## src/rtl/aes_ctrl_pkg.sv

```systemverilog
// -----------------------------------------------------------------------------
// aes_ctrl_pkg
// Shared definitions for the AES round-scheduler control slice:
//   - state_t   : scheduler FSM states
//   - NR_DEF    : default number of cipher rounds
//   - KS_CYCLES_DEF : default key-expansion hold time in cycles
//   - RIDX_W    : width of the round-index bus
// -----------------------------------------------------------------------------
package aes_ctrl_pkg;

  localparam int NR_DEF        = 10;
  localparam int KS_CYCLES_DEF = 12;
  localparam int RIDX_W        = 4;

  typedef enum logic [2:0] {
    ST_NOKEY = 3'd0,
    ST_KRST  = 3'd1,
    ST_KEXP  = 3'd2,
    ST_IDLE  = 3'd3,
    ST_RUN   = 3'd4,
    ST_RESP  = 3'd5
  } state_t;

endpackage

```

## src/rtl/aes_round_cnt.sv

```systemverilog
// -----------------------------------------------------------------------------
// aes_round_cnt
// Clear/enable up-counter with a terminal-count flag. Shared by the scheduler
// for timing the key expansion and for stepping through the cipher rounds.
// Ports:
//   clk, rst_n : clock, asynchronous active-low reset
//   i_clr      : synchronous clear (wins over i_en)
//   i_en       : count enable
//   i_tc_val   : terminal value to compare against
//   o_count    : current count
//   o_tc       : high while o_count == i_tc_val
// -----------------------------------------------------------------------------
module aes_round_cnt #(
  parameter int W = 4
) (
  input  logic         clk,
  input  logic         rst_n,
  input  logic         i_clr,
  input  logic         i_en,
  input  logic [W-1:0] i_tc_val,
  output logic [W-1:0] o_count,
  output logic         o_tc
);

  logic [W-1:0] r_count;

  always_ff @(posedge clk or negedge rst_n) begin
    if (!rst_n) begin
      r_count <= '0;
    end else if (i_clr) begin
      r_count <= '0;
    end else if (i_en) begin
      r_count <= r_count + W'(1);
    end
  end

  assign o_count = r_count;
  assign o_tc    = (r_count == i_tc_val);

endmodule

```

## src/rtl/aes_round_sched.sv

```systemverilog
// -----------------------------------------------------------------------------
// aes_round_sched
// Control scheduler for an iterative AES core. Sequences the key-expansion
// engine (ks_start/ks_ed) and the round datapath (dp_load/round_en) and runs a
// valid/ready handshake on both the request and response sides.
// Ports:
//   clk, rst_n           : clock, asynchronous active-low reset
//   key_load, key_mode   : new-key pulse and its direction (1 = decrypt)
//   req_valid/req_mode/req_ready    : block request handshake
//   resp_valid/resp_ready           : block result handshake
//   ks_start, ks_ed, key_ready      : key-schedule control and status
//   dp_load, round_en, round_idx, final_round : datapath sequencing
//   busy                 : high while expanding, running or responding
// All outputs except round_idx's source counter are registered from the
// next-state decode, so they change only on clock edges (or on reset).
// -----------------------------------------------------------------------------
module aes_round_sched
  import aes_ctrl_pkg::*;
#(
  parameter int NR        = NR_DEF,
  parameter int KS_CYCLES = KS_CYCLES_DEF
) (
  input  logic              clk,
  input  logic              rst_n,
  input  logic              key_load,
  input  logic              key_mode,
  input  logic              req_valid,
  input  logic              req_mode,
  output logic              req_ready,
  output logic              resp_valid,
  input  logic              resp_ready,
  output logic              ks_start,
  output logic              ks_ed,
  output logic              key_ready,
  output logic              dp_load,
  output logic              round_en,
  output logic [RIDX_W-1:0] round_idx,
  output logic              final_round,
  output logic              busy
);

  localparam int CNT_MAX = (NR > KS_CYCLES) ? NR : KS_CYCLES;
  localparam int CNT_W   = $clog2(CNT_MAX + 1);

  state_t              r_state;
  state_t              w_nxt;
  logic                r_pend_key;
  logic                r_pend_req;
  logic                r_ks_ed;
  logic                w_pk_nxt;
  logic                w_pr_nxt;
  logic                w_ed_nxt;
  logic                w_accept;
  logic                w_tc;
  logic                w_cnt_run;
  logic [CNT_W-1:0]    w_cnt;
  logic [CNT_W-1:0]    w_tc_val;

  logic                r_req_ready;
  logic                r_resp_valid;
  logic                r_ks_start;
  logic                r_key_ready;
  logic                r_dp_load;
  logic                r_round_en;
  logic                r_final_round;
  logic [RIDX_W-1:0]   r_round_idx;
  logic                r_busy;

  // A key_load in the same cycle as a request wins: the request is not taken
  // and the requester simply retries once the new keys are ready.
  assign w_accept = req_valid && r_req_ready && !key_load;

  // The counter compares against the last round in RUN and the last
  // expansion cycle in KEXP.
  assign w_tc_val = (r_state == ST_RUN) ? CNT_W'(NR) : CNT_W'(KS_CYCLES - 1);

  // Count only while staying in KEXP or RUN; every other cycle clears it, so
  // each entry into KEXP or RUN starts from zero.
  assign w_cnt_run = ((r_state == ST_KEXP) && !key_load && !w_tc) ||
                     ((r_state == ST_RUN) && !w_tc);

  aes_round_cnt #(
    .W (CNT_W)
  ) u_cnt (
    .clk      (clk),
    .rst_n    (rst_n),
    .i_clr    (!w_cnt_run),
    .i_en     (w_cnt_run),
    .i_tc_val (w_tc_val),
    .o_count  (w_cnt),
    .o_tc     (w_tc)
  );

  always_comb begin
    w_nxt    = r_state;
    w_pk_nxt = r_pend_key;
    w_pr_nxt = r_pend_req;
    w_ed_nxt = r_ks_ed;
    if (key_load) begin
      w_ed_nxt = key_mode;
    end
    case (r_state)
      ST_NOKEY: begin
        if (key_load) w_nxt = ST_KRST;
      end
      ST_KRST: begin
        w_nxt = ST_KEXP;
      end
      ST_KEXP: begin
        if (key_load) begin
          w_nxt = ST_KRST;
        end else if (w_tc) begin
          // A request that forced the re-expansion skips IDLE.
          if (r_pend_req) begin
            w_nxt    = ST_RUN;
            w_pr_nxt = 1'b0;
          end else begin
            w_nxt = ST_IDLE;
          end
        end
      end
      ST_IDLE: begin
        if (key_load) begin
          w_nxt = ST_KRST;
        end else if (w_accept) begin
          if (req_mode == r_ks_ed) begin
            w_nxt = ST_RUN;
          end else begin
            w_ed_nxt = req_mode;
            w_pr_nxt = 1'b1;
            w_nxt    = ST_KRST;
          end
        end
      end
      ST_RUN: begin
        // Keys must not change under a running block; defer the reload.
        if (key_load) w_pk_nxt = 1'b1;
        if (w_tc) w_nxt = ST_RESP;
      end
      ST_RESP: begin
        if (key_load) w_pk_nxt = 1'b1;
        if (resp_ready) begin
          if (r_pend_key || key_load) begin
            w_pk_nxt = 1'b0;
            w_nxt    = ST_KRST;
          end else begin
            w_nxt = ST_IDLE;
          end
        end
      end
      default: begin
        w_nxt = ST_NOKEY;
      end
    endcase
    if (w_nxt == ST_KRST) begin
      // The explicit KRST transitions above already cover this; kept so a
      // KRST cycle always re-evaluates the restart condition.
      w_nxt = ST_KRST;
    end
    if (r_state == ST_KRST && key_load) begin
      w_nxt = ST_KRST;
    end
  end

  always_ff @(posedge clk or negedge rst_n) begin
    if (!rst_n) begin
      r_state       <= ST_NOKEY;
      r_pend_key    <= 1'b0;
      r_pend_req    <= 1'b0;
      r_ks_ed       <= 1'b0;
      r_req_ready   <= 1'b0;
      r_resp_valid  <= 1'b0;
      r_ks_start    <= 1'b0;
      r_key_ready   <= 1'b0;
      r_dp_load     <= 1'b0;
      r_round_en    <= 1'b0;
      r_final_round <= 1'b0;
      r_round_idx   <= '0;
      r_busy        <= 1'b0;
    end else begin
      r_state      <= w_nxt;
      r_pend_key   <= w_pk_nxt;
      r_pend_req   <= w_pr_nxt;
      r_ks_ed      <= w_ed_nxt;
      // ks_start stays high from KEXP entry until the next KRST.
      r_ks_start   <= (w_nxt == ST_KEXP) || (w_nxt == ST_IDLE) ||
                      (w_nxt == ST_RUN)  || (w_nxt == ST_RESP);
      // A deferred reload means the expanded keys no longer match ks_ed.
      r_key_ready  <= ((w_nxt == ST_IDLE) || (w_nxt == ST_RUN) ||
                       (w_nxt == ST_RESP)) && !w_pk_nxt;
      r_req_ready  <= (w_nxt == ST_IDLE) && !w_pk_nxt && !w_pr_nxt;
      r_resp_valid <= (w_nxt == ST_RESP);
      r_busy       <= (w_nxt == ST_KRST) || (w_nxt == ST_KEXP) ||
                      (w_nxt == ST_RUN)  || (w_nxt == ST_RESP);
      // First RUN cycle loads the block; later RUN cycles execute rounds.
      r_dp_load     <= (w_nxt == ST_RUN) && (r_state != ST_RUN);
      r_round_en    <= (w_nxt == ST_RUN) && (r_state == ST_RUN);
      r_final_round <= (w_nxt == ST_RUN) && (r_state == ST_RUN) &&
                       (w_cnt == CNT_W'(NR - 1));
      r_round_idx   <= ((w_nxt == ST_RUN) && (r_state == ST_RUN)) ?
                       RIDX_W'(w_cnt + CNT_W'(1)) : '0;
    end
  end

  assign req_ready   = r_req_ready;
  assign resp_valid  = r_resp_valid;
  assign ks_start    = r_ks_start;
  assign ks_ed       = r_ks_ed;
  assign key_ready   = r_key_ready;
  assign dp_load     = r_dp_load;
  assign round_en    = r_round_en;
  assign round_idx   = r_round_idx;
  assign final_round = r_final_round;
  assign busy        = r_busy;

endmodule

```

## config.mk

```make
export PLATFORM = sky130hd
export DESIGN_NAME = aes_round_sched
export DESIGN_NICKNAME = d
export VERILOG_FILES = /design/src/rtl/aes_ctrl_pkg.sv /design/src/rtl/aes_round_cnt.sv /design/src/rtl/aes_round_sched.sv
export SDC_FILE = /design/constraint.sdc
export NUM_CORES = 1
export LEC_CHECK = 0
export ABC_CLOCK_PERIOD_IN_PS = 2100
export CORE_ASPECT_RATIO = 1.4
export CORE_MARGIN = 5
export CORE_UTILIZATION = 49
export DETAILED_ROUTE_END_ITERATION = 10
export HOLD_SLACK_MARGIN = 0.02
export PLACE_DENSITY = 0.78
export SYNTH_ARGS = -nofsm -noshare
export SYNTH_HDL_FRONTEND = slang
export SYNTH_SLANG_ARGS = --single-unit
```

## constraint.sdc

```tcl
create_clock -name clk -period 2.1 [get_ports clk]
set_clock_uncertainty 0.2 [all_clocks]
set_input_delay 0.315 -clock clk [delete_from_list [all_inputs] [get_ports clk]]
set_output_delay 0.315 -clock clk [all_outputs]
set_load 0.1 [all_outputs]
```

==> reports/results.ini, run 1 <==
[route]
firstDrtPassIters = 4
num_vias = 777
drc = 0
vias_per_cell = 5.21
wirelength_mm = 2.01
drt-initial-drc-count = 13
wl_per_cell_um = 13.5
antenna_left = 0

[final_layout]
layout.nets = 138
final_core_util = 0.685
layout_commonest_cell = buf_4
diodes = 0
layout-drive-gt1-share = 0.375
most-common-layout-cells = 29 x buf_4, 20 x dfrtp_1, 11 x nor2_1
area_growth_syn_to_layout_pct = 30.7
stdcell_count = 149

[cts]
h-tree-depth = 1
post_cts_buffers = 0
cts_tree = done
cts_max_path_buffers = 2
clkTransAtPathRegs_ns = 0.12
clock-sinks = 22
insertion_delay_ns = 0.30
cts.hold.buffers_added = 0
cts-resized-gates = 0
cts_root_buf = clkbuf_4
cts_buffers = 3

[status]
status = completed

[die]
ios = 20
core_area_um2 = 2000
die_h_um = 64.7
die_w_um = 49.1
dieArea_um2 = 3170
row_count = 19
start_util = 0.524

[timing]
max_freq_mhz = 516
finalMaxSlewViolations = 0
hold_violations = 0
setup_viol_count_final = 0
period_minus_slack_ns = 1.94
finalCritPeriodShare = 0.923
rsz0062_at_grt = no
worstMarginPinSlew_ns = 0.445
max-slew-margin-rel = 0.700

[worst_setup_path]
path_delay_family = compound AO/OA/AOI/OAI gates
worstPathRequired_ns = 2.14
crit_buf_inv = 2
start_kind = flip-flop
critPathSlowestCell = dfrtp_1
max_stage_delay_ns = 0.41
crit_top_cell = buf_4
worstPathCellList = buf_4, or3b_1, a311oi_2, a2111oi_1, buf_4, a21boi_1
worstPathArrival_ns = 1.98
criticalPathCategory = reg2reg
critical_path.max_fanout = 5
crit_path_end_kind = flip-flop

[logic_synthesis]
muxShareOfSynthArea = 0
yosys_warnings = 0
synth_top_family_by_area = simple AND/OR/NAND/NOR gates
syn_inst = 93
syn_nets = 102
avgSynthCellArea_um2 = 11.3
netlist_area_um2 = 1050
synthFlopType = dfrtp_1
synth_cell_types = 36
synth-seq-cells = 22
synth_compound_area_frac = 0.143
synth-async-reset-ratio = 1.00
synth_xor_area_frac = 0.0335
synth_simple_gate_area_frac = 0.216
synth_adder_area_share = 0.0239
synth_edf_count = 0
ys_seq_area_frac = 0.526

[global_routing]
grt_pass1_wl_mm = 3.61
grt_pass1_vias = 803
grt_max_degree = 23
overflow = 0
grt.total_usage = 0.144
antenna_found_initial = 0

[hold_path]
hp-class = in2async

[power]
p_leak_nw = 0.721
p_per_area_nw_per_um2 = 682
ir_worst_vdd_v = 0.000564

[place]
hpwl_mm = 1.57
dpl.cell_count = 145
port_buffers = 19
gp_congestion = 0.769

[job]
cap_violations = 0

per-layer routing:
layer  global-route usage  share of wire
met1                0.171           0.41
met2                0.235           0.52
met3               0.0298          0.050
met4               0.0842          0.022
met5                    0              0
kinds of logic after synthesis:
group,count (synthesis)
compound gates,20
xor+xnor,4
fa+ha+maj,2
buf+inv,10
flops,22
simple gates,35
layout make-up:
class / count / area (µm²)
sequential: 22 / 553
multi-input combinational: 61 / 437
clock buffer: 3 / 22.5
clock inverter: 1 / 30.0
fill: 174 / 628
inverter: 6 / 22.5
timing repair buffer: 35 / 278
tap: 21 / 26.3
report_power, final:
group / switching, mW / internal, mW / total [mW]
registers: 0.0110 / 0.438 / 0.449
logic: 0.110 / 0.0593 / 0.169
clock network: 0.123 / 0.193 / 0.315
total: 0.244 / 0.690 / 0.934
final timing paths:
kind / from / end / slack, ns / depth (start not counted)
worst max-delay path: r_state[2]$_DFF_PN0_ / busy$_DFF_PN0_ / 0.16 / 6
worst min-delay path: rst_n / u_cnt.o_count[3]$_DFF_PN0_ / 0.14 / 2
worst max register to register: r_state[2]$_DFF_PN0_ / busy$_DFF_PN0_ / 0.16 / 6
worst min register to register: ks_ed$_DFF_PN0_ / ks_ed$_DFF_PN0_ / 0.35 / 2
max in group asynchronous: rst_n / ks_ed$_DFF_PN0_ / 1.33 / 2
min in group clk: ks_ed$_DFF_PN0_ / ks_ed$_DFF_PN0_ / 0.35 / 2
through the flow:
step	power [mW]	area, µm²	setup TNS (ns)	setup WS (ns)	hold slack (ns)
floorplan	0.567	1050	0	0.132	-0.181
global placement	0.626	1320	-0.113	-0.0629	0.321
detailed placement	0.628	1320	-0.293	-0.118	0.331
CTS	0.947	1370	0	0.149	0.132
global route	0.984	1370	0	0.0353	0.148
finish	0.934	1370	0	0.162	0.136
cells in the mapped netlist (2+ instances only):
| master | number | area share |
|---|---|---|
| buf_6 | 2 | 0.022 |
| ha_1 | 2 | 0.024 |
| a21oi_1 | 5 | 0.024 |
| inv_1 | 6 | 0.022 |
| o21ai_0 | 4 | 0.019 |
| xor2_1 | 2 | 0.017 |
| nor3_1 | 2 | 0.0096 |
| dfrtp_1 | 22 | 0.53 |
| xnor2_1 | 2 | 0.017 |
| or2b_2 | 4 | 0.033 |
| nor2_1 | 11 | 0.039 |
| a31oi_1 | 2 | 0.012 |
| nand2_1 | 6 | 0.022 |
(Power assumes the default switching activity.)
==> run 2, diff against run 1 <==
Settings changed: MAX_ROUTING_LAYER set to met4.
==> reports/results.ini, run 2 (synthesis results as in run 1) <==
[worst_setup_path]
crit_top_cell = buf_4
max_stage_delay_ns = 0.41
worstPathRequired_ns = 2.14
path_delay_family = compound AO/OA/AOI/OAI gates
start_kind = flip-flop
worstPathArrival_ns = 1.98
worstPathCellList = buf_4, or3b_1, a311oi_2, a2111oi_1, buf_4, a21boi_1
crit_buf_inv = 2
critical_path.max_fanout = 5
crit_path_end_kind = flip-flop
criticalPathCategory = reg2reg
critPathSlowestCell = dfrtp_1

[timing]
setup_viol_count_final = 0
holdWs_ns = 0.133
max_freq_mhz = 517
finalCritPeriodShare = 0.921
finalMaxSlewViolations = 0
worstMarginPinSlew_ns = 0.444
setup_slack_ns = 0.166
max-slew-margin-rel = 0.701
rsz0062_at_grt = no
hold_violations = 0
period_minus_slack_ns = 1.93

[global_routing]
grt_pass1_vias = 807
use_met1 = 0.171
grt.total_usage = 0.147
overflow = 0
grt_busiest_layer = met2
grt_util_met3 = 0.0252
antenna_found_initial = 0
met2_usage = 0.237
grt_pass1_wl_mm = 3.58
grt_max_degree = 23

[final_layout]
nFillCells = 174
finalInstanceArea_um2 = 1370
layout.nets = 138
layout-drive-gt1-share = 0.375
layout_commonest_cell = buf_4
diodes = 0
stdcell_count = 149
most-common-layout-cells = 29 x buf_4, 20 x dfrtp_1, 11 x nor2_1
area_growth_syn_to_layout_pct = 30.7

[route]
antenna_left = 0
num_vias = 787
wirelength_mm = 2.01
drc = 0
wl_per_cell_um = 13.5
firstDrtPassIters = 4
vias_per_cell = 5.28
drt-initial-drc-count = 19

[cts]
cts.hold.buffers_added = 0
clock-sinks = 22
cts_tree = done
cts_root_buf = clkbuf_4
post_cts_buffers = 0
cts_buffers = 3
h-tree-depth = 1
cts_max_path_buffers = 2
insertion_delay_ns = 0.30
cts-resized-gates = 0
clkTransAtPathRegs_ns = 0.12

[die]
core_area_um2 = 2000
dieArea_um2 = 3170
die_w_um = 49.1
start_util = 0.524
die_h_um = 64.7
ios = 20
row_count = 19

[place]
hpwl_mm = 1.57
port_buffers = 19
dpl.cell_count = 145
gp_congestion = 0.779
place_area_um2 = 1320
pre_cts_slack_ns = -0.118

[job]
cap_violations = 0

[power]
p_leak_nw = 0.721
power_frac_comb = 0.181
p_int_mw = 0.690
power.switching_mw = 0.245
clkPwrFrac = 0.339
power_mw = 0.935
ir_worst_vdd_v = 0.000564
p_per_area_nw_per_um2 = 683
swShare = 0.262
pwr-share-seq = 0.480

[hold_path]
hp-class = in2async

[status]
status = completed

==> run 2: power groups by stage <==
stage | logic (mW) | clock network [mW] | registers (mW)
CTS | 0.171 | 0.326 | 0.449
global route | 0.182 | 0.349 | 0.451
global placement | 0.169 | 0 | 0.457
floorplan | 0.0499 | 0 | 0.517
detailed placement | 0.171 | 0 | 0.457
finish | 0.170 | 0.317 | 0.449
==> run 2: per-stage QoR <==
| step | TNS, ns | util |
|---|---|---|
| global route | 0 | 0.685 |
| detailed placement | -0.293 | 0.659 |
| finish | 0 | 0.685 |
| CTS | 0 | 0.685 |
| floorplan | 0 | - |
| global placement | -0.113 | 0.659 |
==> run 2: final timing paths <==
path                                 startpoint                         end  slack, ns  cells after the start
max                        r_state[2]$_DFF_PN0_              busy$_DFF_PN0_       0.17                      6
min                                       rst_n  u_cnt.o_count[3]$_DFF_PN0_       0.13                      2
max reg2reg                r_state[2]$_DFF_PN0_              busy$_DFF_PN0_       0.17                      6
min reg2reg                     ks_ed$_DFF_PN0_             ks_ed$_DFF_PN0_       0.35                      2
max in group asynchronous                 rst_n             ks_ed$_DFF_PN0_       1.33                      2
min in group clk                ks_ed$_DFF_PN0_             ks_ed$_DFF_PN0_       0.35                      2
==> run 2: routing by layer <==
| metal | part of all wire | wire length (µm) |
|---|---|---|
| met5 | 0 | 0 |
| met4 | 0.021 | 42 |
| met3 | 0.052 | 104 |
| met2 | 0.52 | 1050 |
| met1 | 0.40 | 813 |
==> run 2: layout make-up <==
class                   count  area, µm²  share of cell area
flip-flops and latches     22        553               0.404
multi-input cells          61        437               0.319
repair buffers             35        278               0.203
clock inverters             1       30.0              0.0219
well taps                  21       26.3              0.0192
clock buffers               3       22.5              0.0165
inverters                   6       22.5              0.0165
==> run 2: worst register-to-register path, cell delays in order, from the launching register on <==
cell,delay (ns)
dfrtp_1,0.41
buf_4,0.15
or3b_1,0.40
a311oi_2,0.33
a2111oi_1,0.09
buf_4,0.16
a21boi_1,0.13
==> run 3, diff against run 2 <==
Settings changed: CORE_ASPECT_RATIO 1.4 to unset.
==> reports/results.ini, run 3 (synthesis results as in run 1) <==
[status]
status = completed

[die]
dieArea_um2 = 3160
core_area_um2 = 2000
start_util = 0.523
ios = 20
row_count = 16
die_h_um = 56.2
die_w_um = 56.2

[route]
drc = 0
antenna_left = 0
wl_per_cell_um = 14.3
drt-initial-drc-count = 14
num_vias = 796
firstDrtPassIters = 4
vias_per_cell = 5.38
wirelength_mm = 2.11

[timing]
finalCritPeriodShare = 0.947
max-slew-margin-rel = 0.690
hold_violations = 0
setup_slack_ns = 0.111
worstMarginPinSlew_ns = 0.460
setup_viol_count_final = 0
max_freq_mhz = 503
rsz0062_at_grt = no
period_minus_slack_ns = 1.99
finalMaxSlewViolations = 0

[power]
ir_worst_vdd_v = 0.000423
p_leak_nw = 0.682
power_frac_comb = 0.195
swShare = 0.293
clkPwrFrac = 0.271
power.switching_mw = 0.248
p_int_mw = 0.598
pwr-share-seq = 0.534
p_per_area_nw_per_um2 = 645

[final_layout]
area_growth_syn_to_layout_pct = 25.3
most-common-layout-cells = 22 x buf_4, 20 x dfrtp_1, 11 x nor2_1
layout-drive-gt1-share = 0.347
seq_area_um2 = 553
stdcell_count = 148
layout_commonest_cell = buf_4
multiInputGateArea_um2 = 442
layout.nets = 131
diodes = 0
nFillCells = 154

[global_routing]
grt_pass1_vias = 844
antenna_found_initial = 0
overflow = 0
grt_max_degree = 23
grt.total_usage = 0.151
grt_pass1_wl_mm = 3.64

[place]
gp_congestion = 0.927
pre_cts_slack_ns = -0.179
port_buffers = 19
hpwl_mm = 1.60
dpl.cell_count = 144

[worst_setup_path]
worstPathCellList = clkdlybuf4s50_1, or3b_1, a311oi_2, o21ai_1, a21boi_1
max_stage_delay_ns = 0.49
start_kind = input port
worstPathArrival_ns = 1.98
critical_path.max_fanout = 6
criticalPathCategory = in2reg
worstPathRequired_ns = 2.09
critPathSlowestCell = clkdlybuf4s50_1
crit_path_end_kind = flip-flop

[cts]
cts_max_path_buffers = 2
cts_buffers = 3
clkTransAtPathRegs_ns = 0.12
cts_tree = done
cts_root_buf = clkbuf_4
h-tree-depth = 1
insertion_delay_ns = 0.31
clock-sinks = 22

[hold_path]
hp-class = in2async

[job]
cap_violations = 0

==> run 3: changes by cell type in the layout (fill, tap and decap cells not counted), sizes merged <==
cell    before  now
clkbuf       3    4
bufinv       1    0
buf         29   22
==> run 3: power groups by stage <==
stage               logic [mW]  registers (mW)  clock network [mW]
CTS                      0.165           0.451               0.234
floorplan               0.0499           0.517                   0
finish                   0.165           0.452               0.230
global placement         0.161           0.459                   0
global route             0.176           0.454               0.255
detailed placement       0.164           0.459                   0
==> run 3: timing repair <==
item / in CTS / in global routing
gates resized for setup: 0 / 1
buffers inserted: 0 / 0
setup endpoints to repair: 0 / 2
hold buffers: 0 / 0
==> run 3: path summary, 6_finish.rpt <==
kind / start / end / slack (ns) / cells past startpoint
worst max-delay path: key_load / busy$_DFF_PN0_ / 0.11 / 5
worst min-delay path: rst_n / dp_load$_DFF_PN0_ / 0.13 / 2
worst max register to register: r_state[2]$_DFF_PN0_ / busy$_DFF_PN0_ / 0.13 / 5
worst min register to register: ks_ed$_DFF_PN0_ / ks_ed$_DFF_PN0_ / 0.35 / 2
max in group asynchronous: rst_n / ks_ed$_DFF_PN0_ / 1.34 / 2
min in group clk: ks_ed$_DFF_PN0_ / ks_ed$_DFF_PN0_ / 0.35 / 2
==> run 3: layer usage <==
metal  GRT usage  routed length (µm)
met5           -                   0
met4      0.0780                  30
met3      0.0348                 125
met2       0.239                1050
met1       0.178                 908
==> run 3: area by class of cell <==
| class | instances | area share |
|---|---|---|
| tap | 27 | 0.0257 |
| sequential | 22 | 0.421 |
| inverter | 6 | 0.0172 |
| timing repair buffer | 28 | 0.172 |
| clock buffer | 4 | 0.0276 |
| multi-input combinational | 61 | 0.337 |
==> run 3: worst max-delay path: cells and delay by family <==
family | cells | cell delay [ns]
buffers and inverters | 1 | 0.49
and+or+nand+nor | 1 | 0.44
AOI/OAI and AO/OA | 3 | 0.73
==> run 3: stage by stage <==
step | TNS (ns) | utilization | hold WS [ns] | instance area [µm²] | total power, mW
global placement | -0.191 | 0.635 | 0.319 | 1270 | 0.620
CTS | 0 | 0.653 | 0.141 | 1310 | 0.851
floorplan | 0 | - | -0.181 | 1050 | 0.567
global route | 0 | 0.656 | 0.159 | 1310 | 0.886
finish | 0 | 0.656 | 0.132 | 1310 | 0.846
detailed placement | -0.675 | 0.635 | 0.325 | 1270 | 0.623
